## src/rtl/matrix_scan_pkg.sv

```systemverilog
// matrix_scan_pkg
//   Shared definitions for the matrix scan driver: the scan FSM state
//   encoding and the helper functions that derive chain length and
//   address/counter widths from the matrix geometry.
//   No ports (package).
package matrix_scan_pkg;

    // Scan FSM states. The encoding is also exported on the debug port.
    typedef enum logic [1:0] {
        ST_LOAD  = 2'd0,
        ST_SHIFT = 2'd1,
        ST_LATCH = 2'd2
    } scan_state_e;

    localparam int DEF_ROWS = 16;
    localparam int DEF_COLS = 16;
    localparam int DEF_DIV  = 499;

    // Shift chain length L: both chains are clocked by one SRCLK, so they
    // are padded to the longer of the two.
    function automatic int scan_len(input int rows, input int cols);
        return (rows > cols) ? rows : cols;
    endfunction

    // Width able to index n items, never below one bit.
    function automatic int idx_w(input int n);
        return (n > 1) ? $clog2(n) : 1;
    endfunction

endpackage

```

## src/rtl/scan_tick.sv

```systemverilog
// scan_tick
//   Free-running divider producing a one-clock tick every DIV+1 clocks.
//   Ports:
//     CLK1_50 - clock
//     CLR     - synchronous active-high reset (counter to 0, tick low)
//     tick    - registered single-cycle strobe
module scan_tick
    import matrix_scan_pkg::*;
#(
    parameter int DIV = DEF_DIV
) (
    input  logic CLK1_50,
    input  logic CLR,
    output logic tick
);

    localparam int CW = idx_w(DIV + 1);

    logic [CW-1:0] cnt_q, cnt_d;
    logic          tick_q, tick_d;

    always_comb begin
        tick_d = (cnt_q == CW'(DIV));
        cnt_d  = tick_d ? '0 : cnt_q + CW'(1);
    end

    always_ff @(posedge CLK1_50) begin
        if (CLR) begin
            cnt_q  <= '0;
            tick_q <= 1'b0;
        end else begin
            cnt_q  <= cnt_d;
            tick_q <= tick_d;
        end
    end

    assign tick = tick_q;

endmodule

```

## src/rtl/matrix_scan_driver.sv

```systemverilog
// matrix_scan_driver
//   Double-buffered LED matrix scanner. Rows of the front bank are shifted
//   out MSB-first on SER_DATA together with a one-hot row select on
//   SER_SEL, both clocked by SRCLK and latched by RCLK. The host writes the
//   back bank and requests a bank exchange, which only happens between
//   frames so the visible image never tears.
//   Ports:
//     CLK1_50, CLR        - clock, synchronous active-high reset
//     wr_en/wr_row/wr_data- back-bank row write (rows >= ROWS ignored)
//     swap_req / swap_ack - bank exchange request / completion pulse
//     frame_start         - pulse when row 0 LOAD is executed
//     SER_DATA, SER_SEL   - pixel and row-select serial streams
//     SRCLK, RCLK         - shared shift clock and latch clock
//     dbg_state_o         - current scan FSM state
//
//   Swap handshake: swap_req is a fire-and-forget single-cycle request; it
//   sets a pending flag and any further requests while pending merge into
//   it. swap_ack pulses for one clock on the edge where the banks actually
//   exchange (the tick that leaves LATCH of the last row). There is no
//   back-pressure: swap_req may be asserted in any cycle.
module matrix_scan_driver
    import matrix_scan_pkg::*;
#(
    parameter int   ROWS     = DEF_ROWS,
    parameter int   COLS     = DEF_COLS,
    parameter int   DIV      = DEF_DIV,
    parameter logic INV_DATA = 1'b0,
    parameter logic INV_SEL  = 1'b0
) (
    input  logic                   CLK1_50,
    input  logic                   CLR,
    input  logic                   wr_en,
    input  logic [idx_w(ROWS)-1:0] wr_row,
    input  logic [COLS-1:0]        wr_data,
    input  logic                   swap_req,
    output logic                   swap_ack,
    output logic                   frame_start,
    output logic                   SER_DATA,
    output logic                   SER_SEL,
    output logic                   SRCLK,
    output logic                   RCLK,
    output logic [1:0]             dbg_state_o
);

    localparam int L    = scan_len(ROWS, COLS);
    localparam int RW   = idx_w(ROWS);
    localparam int CNTW = idx_w(2 * L);

    logic tick;

    scan_tick #(.DIV(DIV)) u_tick (
        .CLK1_50 (CLK1_50),
        .CLR     (CLR),
        .tick    (tick)
    );

    scan_state_e     state_q, state_d;
    logic [RW-1:0]   row_q, row_d;
    logic [CNTW-1:0] cnt_q, cnt_d;
    logic [L-1:0]    dsr_q, dsr_d;
    logic [L-1:0]    ssr_q, ssr_d;
    logic            srclk_q, srclk_d;
    logic            rclk_q, rclk_d;
    logic            sdat_q, sdat_d;
    logic            ssel_q, ssel_d;
    logic            ack_q, ack_d;
    logic            fs_q, fs_d;
    logic            front_q, front_d;   // 0: bank0 is displayed
    logic            pend_q, pend_d;

    logic [COLS-1:0] bank0_q [ROWS];
    logic [COLS-1:0] bank1_q [ROWS];
    logic [COLS-1:0] front_row;
    logic            wr_ok;

    always_comb begin
        front_row = front_q ? bank1_q[row_q] : bank0_q[row_q];
        wr_ok     = wr_en && (32'(wr_row) < 32'(ROWS));
    end

    always_comb begin
        state_d = state_q;
        row_d   = row_q;
        cnt_d   = cnt_q;
        dsr_d   = dsr_q;
        ssr_d   = ssr_q;
        srclk_d = srclk_q;
        rclk_d  = rclk_q;
        sdat_d  = sdat_q;
        ssel_d  = ssel_q;
        ack_d   = 1'b0;
        fs_d    = 1'b0;
        front_d = front_q;
        pend_d  = pend_q | swap_req;

        if (tick) begin
            case (state_q)
                ST_LOAD: begin
                    // Zero-extension pads the shorter chain at its MSB
                    // end, so those pad bits leave first and both chains
                    // deliver their real bits on the same final SRCLK.
                    dsr_d   = L'(front_row);
                    ssr_d   = L'(1) << row_q;
                    srclk_d = 1'b0;
                    rclk_d  = 1'b0;
                    sdat_d  = INV_DATA;
                    ssel_d  = INV_SEL;
                    cnt_d   = '0;
                    fs_d    = (row_q == '0);
                    state_d = ST_SHIFT;
                end
                ST_SHIFT: begin
                    // Even tick: present the next bit with SRCLK low.
                    // Odd tick: raise SRCLK on the stable bit.
                    if (!cnt_q[0]) begin
                        sdat_d  = dsr_q[L-1] ^ INV_DATA;
                        ssel_d  = ssr_q[L-1] ^ INV_SEL;
                        dsr_d   = dsr_q << 1;
                        ssr_d   = ssr_q << 1;
                        srclk_d = 1'b0;
                    end else begin
                        srclk_d = 1'b1;
                    end
                    if (cnt_q == CNTW'(2 * L - 1)) begin
                        cnt_d   = '0;
                        state_d = ST_LATCH;
                    end else begin
                        cnt_d = cnt_q + CNTW'(1);
                    end
                end
                ST_LATCH: begin
                    srclk_d = 1'b0;
                    sdat_d  = INV_DATA;
                    ssel_d  = INV_SEL;
                    if (!cnt_q[0]) begin
                        rclk_d = 1'b1;
                        cnt_d  = CNTW'(1);
                    end else begin
                        rclk_d  = 1'b0;
                        cnt_d   = '0;
                        state_d = ST_LOAD;
                        if (row_q == RW'(ROWS - 1)) begin
                            row_d = '0;
                            // Frame boundary: the only place the banks may
                            // exchange. A request arriving on this same
                            // clock is absorbed by the swap it coincides with.
                            if (pend_q) begin
                                front_d = ~front_q;
                                pend_d  = 1'b0;
                                ack_d   = 1'b1;
                            end
                        end else begin
                            row_d = row_q + RW'(1);
                        end
                    end
                end
                default: begin
                    state_d = ST_LOAD;
                end
            endcase
        end
    end

    always_ff @(posedge CLK1_50) begin
        if (CLR) begin
            state_q <= ST_LOAD;
            row_q   <= '0;
            cnt_q   <= '0;
            dsr_q   <= '0;
            ssr_q   <= '0;
            srclk_q <= 1'b0;
            rclk_q  <= 1'b0;
            sdat_q  <= INV_DATA;
            ssel_q  <= INV_SEL;
            ack_q   <= 1'b0;
            fs_q    <= 1'b0;
            front_q <= 1'b0;
            pend_q  <= 1'b0;
        end else begin
            state_q <= state_d;
            row_q   <= row_d;
            cnt_q   <= cnt_d;
            dsr_q   <= dsr_d;
            ssr_q   <= ssr_d;
            srclk_q <= srclk_d;
            rclk_q  <= rclk_d;
            sdat_q  <= sdat_d;
            ssel_q  <= ssel_d;
            ack_q   <= ack_d;
            fs_q    <= fs_d;
            front_q <= front_d;
            pend_q  <= pend_d;
        end
    end

    // Writes target the bank that is back before this edge (front_q is the
    // pre-edge value), so a write landing on the swap edge becomes visible
    // in the frame that follows.
    always_ff @(posedge CLK1_50) begin
        if (CLR) begin
            for (int i = 0; i < ROWS; i++) begin
                bank0_q[i] <= '0;
                bank1_q[i] <= '0;
            end
        end else if (wr_ok) begin
            if (front_q) begin
                bank0_q[wr_row] <= wr_data;
            end else begin
                bank1_q[wr_row] <= wr_data;
            end
        end
    end

    assign swap_ack    = ack_q;
    assign frame_start = fs_q;
    assign SER_DATA    = sdat_q;
    assign SER_SEL     = ssel_q;
    assign SRCLK       = srclk_q;
    assign RCLK        = rclk_q;
    assign dbg_state_o = state_q;

endmodule

```

## config.mk

```make
export PLATFORM = sky130hd
export DESIGN_NAME = matrix_scan_driver
export DESIGN_NICKNAME = d
export VERILOG_FILES = /design/src/rtl/matrix_scan_pkg.sv /design/src/rtl/scan_tick.sv /design/src/rtl/matrix_scan_driver.sv
export SDC_FILE = /design/constraint.sdc
export NUM_CORES = 1
export LEC_CHECK = 0
export CORE_UTILIZATION = 60
export CTS_BUF_LIST = sky130_fd_sc_hd__clkbuf_4
export DETAILED_ROUTE_END_ITERATION = 8
export GPL_TIMING_DRIVEN = 0
export PLACE_DENSITY = 0.76
export SLEW_MARGIN = 0
export SYNTH_ARGS = -nofsm -noshare
export SYNTH_HDL_FRONTEND = slang
export SYNTH_SLANG_ARGS = --single-unit
export TNS_END_PERCENT = 100
```

## constraint.sdc

```tcl
create_clock -name CLK1_50 -period 3.1 [get_ports CLK1_50]
set_input_delay 0.62 -clock CLK1_50 [delete_from_list [all_inputs] [get_ports CLK1_50]]
set_output_delay 0.62 -clock CLK1_50 [all_outputs]
set_load 0.03 [all_outputs]
```

Word level (Yosys, flattened, before mapping)
Memories as Yosys holds them, arrays and structs flattened. A register that Yosys moved wholly into a read port is not among the register bits.
Index checks and enable logic that the tools add are counted.
{"block": "classes", "addsub": 3, "n_eq_ne": 8, "shift": 1, "muxes": 46, "bitwise": 7, "reduce_logical": 20}
{"cell": "16-bit 2-to-1 mux", "count": 5}
{"cell": "16-bit case mux with 2 select lines", "count": 2}
{"cell": "16-bit OR reduction", "count": 2}
{"cell": "4-bit 2-to-1 mux", "count": 7}
{"cell": "1-bit 2-to-1 mux", "count": 23}
{"cell": "1-bit by 4-bit << shifter with 16-bit output (first input constant)", "count": 1}
{"cell": "5-bit case mux with 3 select lines", "count": 1}
{"cell": "3-bit AND reduction", "count": 4}
{"cell": "9-bit by 1-bit adder with 9-bit output (second input constant)", "count": 1}
{"cell": "9-bit equality test (second input constant)", "count": 1}
{"cell": "1-bit case mux with 2 select lines", "count": 4}
{"cell": "2-bit inequality test (second input constant)", "count": 3}
{"cell": "1-bit inverter", "count": 6}
{"cell": "2-bit case mux with 3 select lines", "count": 1}
{"cell": "2-bit AND reduction", "count": 3}
{"cell": "2-bit nonzero test", "count": 3}
{"cell": "5-bit by 1-bit adder with 5-bit output (second input constant)", "count": 1}
{"cell": "5-bit equality test (second input constant)", "count": 1}
{"cell": "5-bit 2-to-1 mux", "count": 1}
{"cell": "5-bit AND reduction", "count": 1}
{"cell": "5-bit OR reduction", "count": 1}
{"cell": "4-bit by 1-bit adder with 4-bit output (second input constant)", "count": 1}
{"cell": "4-bit equality test (second input constant)", "count": 1}
{"cell": "4-bit logical NOT", "count": 1}
{"cell": "8 further kinds", "count": 10}
{"block": "totals", "ff_bits": 61, "ram_bits": 512, "output_inout_bits": 8, "wordCells": 102, "n_memories": 2}
{"name": "bank0_q", "words": 16, "word_bits": 16, "rd": 1, "rd_ports_with_merged_regs": 1, "write_ports": 16, "line": "matrix_scan_driver.sv:71", "text": "logic [COLS-1:0] bank0_q [ROWS];"}
{"name": "bank1_q", "words": 16, "word_bits": 16, "rd": 1, "rd_ports_with_merged_regs": 1, "write_ports": 16, "line": "matrix_scan_driver.sv:72", "text": "logic [COLS-1:0] bank1_q [ROWS];"}

Depth between registers and ports, before layout
Gate-level depths: netlist of the first run.
{"block": "depth", "word_depth": 6, "ltp_mapped": 9}

Hierarchy
Synthesis of the first run repeated with hierarchy kept, for this count alone.
{"block": "unflattened", "hier_cells": 1958, "hier_area_um2": 26680.6}
{"module": "matrix_scan_driver", "n_inst": 1, "cells_each": 1912, "area_per_inst_um2": 26237.7, "seq_area_each_um2": 16475.8}
{"module": "scan_tick", "n_inst": 1, "cells_each": 46, "area_per_inst_um2": 442.9, "seq_area_each_um2": 200.2}

Least setup slack after synthesis of the first run
OpenSTA, ideal clock, no wires.
{"block": "synth_path", "path_type": "input -> register", "startpoint": "input CLR", "endpoint": "memory bank0_q[2][0] (netlist name) (enable)", "setup_time_ps": 334, "t_arrival_ps": 1856, "t_required_ps": 2766, "setup_slack_ps": 910, "stages": 5, "n_path_buf": 1, "path_cell_list": "clkbuf_1 nor3b_1 nand3_1 nor2_1 or2_2"}
{"element": "from (decl)", "line": "matrix_scan_driver.sv:31", "text": "input logic CLR,"}
{"element": "to (decl)", "line": "matrix_scan_driver.sv:71"}

==> impl_results.md, run 1 <==
* Die width at 212 um
* Cell count after placement at 2545
* Slew headroom at 22.2%
* Outcome: complete, no violations
* WL/cell at 27.2 um
* Worst Path Required at 3.96 ns
* Global route overflow at 0
* I/O pin total at 32
* Rows at 76
* Power Total at 15700 uW
* Clock Skews at 0.0572 ns
* Vias in the first global route at 17311
* Worst-path cell chain: buf_6 > buf_4 > nor2b_1 > clkbuf_1 > a221oi_1 > o221ai_1 > o22ai_1
* CTS tree: built
* Fillers at 3089
* Post-synthesis cell type count at 46
* Synthesized flop and latch total at 577
* Core Region at 43300 um2
* CTS sink count at 577
* Lkg Pwr at 0.0105 uW
* Final Setup Violations at 0
* Synth warn at 0
* Worst slew pin tran at 1.17 ns
* Seq/Total Area, Yosys at 63.1%
* HP Class: in2reg
* Critical Path AT at 3.87 ns
* Clock root buffer: clkbuf_4
* Setup TNS at 0 ns
* Clk buf depth at 3
* Final hold vios at 0
* Worst-path maximum fanout at 10
* Share of layout cells above drive strength 1 at 20.8%
* Post-synthesis instance area at 26400 um2
* Drt initial violations at 2095
* CTS clk-pin slew, worst paths at 0.07 ns
* EDFF count, synth at 512
* Tmin final at 3.01 ns
* Type of origin of the critical path: register
* Mean Syn Cell Area at 13.7 um2
* RePlAce Congestion at 0.968
* Final nets at 2148
* Die Ht at 212 um
* Worst-skew pair later-pin latency at 1.01 ns
* VDD IR max at 364 uV
* Critical Setup Path Class: reg2reg
* Switching pwr at 3690 uW
* # port buffers at 30
* Slew Limit Fails at 0
* Largest net degree at the start of global routing at 17
* Full die area at 44900 um2
* Commonest non-fill, non-tap cells in the layout: and2_1 (512), edfxtp_1 (512), clkbuf_4 (216)
* Initial core utilization at 61.1%
* Synthesized Nets at 1968
* GRT Total Usage at 35.3%
* Crit path capture type: register
* Synthesized instance count at 1930
* Area Overhead vs Synth at 10.7%
* Max Freq at 333 MHz
* P_int at 12000 uW
* MaxCap Viol Count at 0
* DR pass1 iterations at 6
* DR DRC count at 0
* CP max stage delay at 0.73 ns
* Slowest CP cell: clkbuf_1
* CTS Buf Count at 149
* Vias at 17375
* Unrepaired setup endpoints after global routing: false
* Global-route wire length before repair at 110 mm
* Vias/cell at 6.21
* Post-DP HPWL at 52.3 mm
* Final std cells w/o fill at 2798
* Pwr per Cell Area at 538 nW/um2
* Fin crit share at 97.0%
* H-tree lvl count at 4
* Main synth FF type: edfxtp_1
* Post-DRT Antenna Nets at 0
* Clock group share of total power at 40.3%
* Reg power frac at 55.7%
* CTS Hold Bufs at 0
* Async S/R FF share, synth at 0%
* Initial antenna violation count at 9
* Switching Fraction at 23.4%
* Post-Route WL at 76.2 mm
* Comb power frac at 4.0%
-- kinds of logic (layout without fill, tap and decap cells) --
group	after synthesis	in the layout	share of synthesized area, %
flops	577	577	63.1
other cells	0	5	0
simple gates	774	774	16.9
compound gates	182	182	4.82
xor+xnor	8	8	0.265
fa+ha+maj	14	14	0.663
buf+inv	168	446	2.74
mux	207	207	11.5
-- final cells by class --
class,count,area [um2],area share [%]
repair buffers,30,300,1.03
clock inverters,33,138,0.471
well taps,585,732,2.50
diodes,5,12.5,0.0428
plain buffers,159,693,2.37
multi-input cells,1185,9040,30.9
inverters,8,30.0,0.103
clock buffers,216,1620,5.55
flip-flops and latches,577,16700,57.0
-- registers in the layout, summed over array words and instances (netlist names), 2 cells and up, named ones only --
register	count
dbg_state_o	2
bank0_q	256
bank1_q	256
u_tick.cnt_q	9
dsr_q	16
row_q	4
cnt_q	5
ssr_q	16
-- path summary, 6_finish.rpt --
check                               end                  startpoint  cells past startpoint  slack [ns]
max              dsr_q[14]$_SDFFE_PP0P_                    register                      7        0.09
min                   pend_q$_SDFF_PP0_                    swap_req                      3        0.29
max reg2reg      dsr_q[14]$_SDFFE_PP0P_                    register                      7        0.09
min reg2reg  u_tick.cnt_q[0]$_SDFF_PP0_  u_tick.cnt_q[0]$_SDFF_PP0_                      1        0.45
-- cell usage after synthesis (all sizes together), types with 10 or more instances --
master  count  share of area [%]
or2        35               0.83
a221oi     27               0.90
o221ai     14               0.46
o21ai      24               0.45
nand2      28               0.40
ha         14               0.66
clkbuf    112                1.6
mux4       68                5.8
o31ai      10               0.28
nor2      106                1.5
nor2b      30               0.71
a22oi      14               0.40
buf        48                1.0
dfxtp      65                4.9
nand3      11               0.21
a211oi     18               0.51
a21oi      19               0.36
nor3       26               0.49
o22ai      43                1.0
and2      513                 12
edfxtp    512                 58
mux2       86                3.7
mux2i      53                2.0
-- layer usage --
layer	track usage [%]	vias up	share of wire [%]	wire length [um]
met5	0	-	0	0
met4	19.2	0	5.0	3780
met3	10.1	234	11	8470
met2	55.1	1105	47	36100
met1	44.6	8565	37	27900
li1	-	7471	-	-
-- through the flow --
stage          area (um2)  hold slack, ns  setup WS, ns  utilization (%)
2_1_floorplan       26400           0.426         0.910                -
3_3_place_gp        27500           0.441        -0.410             63.4
3_5_place_dp        27500           0.446        -0.434             63.4
4_1_cts             29200           0.197        0.0588             67.5
5_1_grt             29200           0.242        0.0116             67.6
6_report            29200           0.285        0.0939             67.6
-- critical path, delay by kind of cell (launching register included) --
kind                   cells  cell delay, ns
AOI/OAI and AO/OA          3            0.84
and+or+nand+nor            1            0.47
DFF                        1            0.33
buffers and inverters      3            1.23
-- power by group through the flow --
stage,logic [uW],registers (uW),clock network [uW]
after floorplan,331,8890,0
after global placement,611,8910,0
after detailed placement,621,8930,0
after CTS,624,8760,6330
after global routing,657,8780,6690
final,632,8760,6330
-- timing repair --
action	in CTS	in global routing
pin swaps	0	0
endpoints found under the setup margin	2	40
cloned	0	0
buffers inserted	0	0
gates resized for setup	2	7
Power figures use the tool's default switching activity.
==> run 2, diff against run 1 <==
--- a/config.mk
+++ b/config.mk
@@ -5,11 +5,11 @@
 export SDC_FILE = /design/constraint.sdc
 export NUM_CORES = 1
 export LEC_CHECK = 0
-export CORE_UTILIZATION = 60
+export CORE_UTILIZATION = 50
 export CTS_BUF_LIST = sky130_fd_sc_hd__clkbuf_4
 export DETAILED_ROUTE_END_ITERATION = 8
 export GPL_TIMING_DRIVEN = 0
-export PLACE_DENSITY = 0.76
+export PLACE_DENSITY = 0.65
 export SLEW_MARGIN = 0
 export SYNTH_ARGS = -nofsm -noshare
 export SYNTH_HDL_FRONTEND = slang
==> impl_results.md, run 2 (synthesis gave the netlist of run 1 again) <==
* Setup TNS at 0 ns (unchanged)
* Largest net degree at the start of global routing at 17 (unchanged)
* Rows at 83 (+9.2%)
* RePlAce Congestion at 0.954 (-1.4%)
* VDD IR max at 290 uV (-21%)
* Clock root buffer: clkbuf_4
* HP Class: in2reg
* Tmin final at 3.09 ns (+0.0848 ns)
* Clock Skews at 0.0582 ns (+0.00103 ns)
* MaxCap Viol Count at 0 (unchanged)
* Slew headroom at 27.7% (+5.6 points)
* Worst slew pin tran at 1.08 ns (-0.0834 ns)
* Power Total at 16200 uW (+3.0%)
* Largest regs: bank0_q x256, bank1_q x256
* Slowest CP cell: o31ai_1
* CP max stage delay at 0.73 ns (about the same)
* Final hold vios at 0 (unchanged)
* Worst-path cell chain: buf_2 > buf_2 > buf_1 > a211oi_1 > o31ai_1 > nor2_1 > o22ai_1
* Global-route wire length before repair at 113 mm (+3.2%)
* Multi-input logic area at 9050 um2 (+0.11%)
* WL/cell at 27.1 um (-0.32%)
* CTS Hold Bufs at 0 (unchanged)
* Initial core utilization at 51.1% (-10 points)
* Crit path capture type: register
* Share of layout cells above drive strength 1 at 21.5% (+0.69 points)
* Type of origin of the critical path: register
* H-tree lvl count at 4 (unchanged)
* GRT Total Usage at 30.1% (-5.1 points)
* Worst Path Required at 4.03 ns (+0.07 ns)
* Critical Path AT at 4.02 ns (+0.15 ns)
* Pwr per Cell Area at 548 nW/um2 (+2.0%)
* CTS sink count at 577 (unchanged)
* Cell count after placement at 2640 (+3.7%)
* WHS Path Cells at 3 (unchanged)
* CTS tree: built
* Slew Limit Fails at 0 (unchanged)
* CTS Buf Count at 154 (+3.4%)
* DR pass1 iterations at 5 (-1)
* Worst-skew pair later-pin latency at 1.03 ns (+0.02 ns)
* Fillers at 4254 (+38%)
* Vias/cell at 5.94 (-4.4%)
* Area Overhead vs Synth at 11.8%
* Post-DP HPWL at 54.1 mm (+3.6%)
* Drt initial violations at 1704 (-19%)
* Max Freq at 324 MHz (-2.7%)
* Final nets at 2154 (+0.28%)
* Crit path top cell by count: buf_2
* Vias at 17277 (-0.56%)
* CTS clk-pin slew, worst paths at 0.07 ns (about the same)
* Final std cells w/o fill at 2909 (+4.0%)
* Fin crit share at 99.7% (+2.7 points)
* Core Region at 51700 um2 (+20%)
* Outcome: complete, no violations
* I/O pin total at 32 (unchanged)
* Clk buf depth at 3 (unchanged)
* Die width at 232 um (+9.5%)
* Unrepaired setup endpoints after global routing: false
* Global route overflow at 0 (unchanged)
* Full die area at 53800 um2 (+20%)
* Vias in the first global route at 17225 (-0.50%)
* Final Setup Violations at 0 (unchanged)
* R2r worst-path depth at 7 (unchanged)
* DR DRC count at 0 (unchanged)
* Worst-path maximum fanout at 10 (unchanged)
* Commonest non-fill, non-tap cells in the layout: and2_1 (512), edfxtp_1 (512), clkbuf_4 (230)
* # port buffers at 30 (unchanged)
* Critical Setup Path Class: reg2reg
* Die Ht at 232 um (+9.5%)
* Post-DRT Antenna Nets at 0 (unchanged)
* Lkg Pwr at 0.0106 uW (+0.94%)
* Fin util at 57.1% (-10 points)
* Sequential cell area at 16700 um2 (unchanged)
* Post-Route WL at 78.9 mm (+3.6%)
* Initial antenna violation count at 5 (-4)
## run 2: per-layer routing
layer | track usage [%] | vias to the layer above | wire length, um
li1 | - | 7486 | -
met1 | 38.4 | 8662 | 30500
met2 | 47.2 | 914 | 36900
met3 | 8.36 | 213 | 7900
met4 | 15.3 | 2 | 3650
met5 | 0 | - | 14
## run 2: worst paths after layout
check	startpoint	end	slack, ns
worst max-delay path	register	dsr_q[14]$_SDFFE_PP0P_	0.009
worst min-delay path	swap_req	pend_q$_SDFF_PP0_	0.23
worst max register to register	register	dsr_q[14]$_SDFFE_PP0P_	0.009
worst min register to register	ssr_q[0]$_SDFFE_PP0P_	ssr_q[0]$_SDFFE_PP0P_	0.46
## run 2: final cells by class
class / instances / share of cell area (%)
Timing Repair Buffer: 30 / 1.02
Clock inverter: 35 / 0.690
Buffer: 160 / 2.36
Clock buffer: 230 / 5.84
Antenna cell: 4 / 0.0339
Inverter: 8 / 0.102
Sequential cell: 577 / 56.4
Tap cell: 680 / 2.88
Multi-Input combinational cell: 1185 / 30.6
## run 2: power by group
group          internal [uW]  switching [uW]
registers               8690            67.3
clock network           3540            3250
logic                    172             472
## run 2: critical path, delay by kind of cell (launching register included)
kind | cells | cell delay [ns]
flip-flops | 1 | 0.46
AO/OA/AOI/OAI | 3 | 1.09
AND/OR/NAND/NOR | 1 | 0.08
buffers and inverters | 3 | 1.36
## run 2: through the flow
stage	area [um2]	setup WS [ns]	hold slack, ns
6_report	29500	0.00906	0.231
3_3_place_gp	27600	-0.390	0.440
2_1_floorplan	26400	0.910	0.426
5_1_grt	29500	0.00320	0.198
3_5_place_dp	27600	-0.427	0.450
4_1_cts	29500	0.0142	0.171
## run 2: repair_timing
action                     in CTS  in global routing
setup endpoints to repair      13                110
buffers inserted                0                  0
gates resized for setup         2                  9
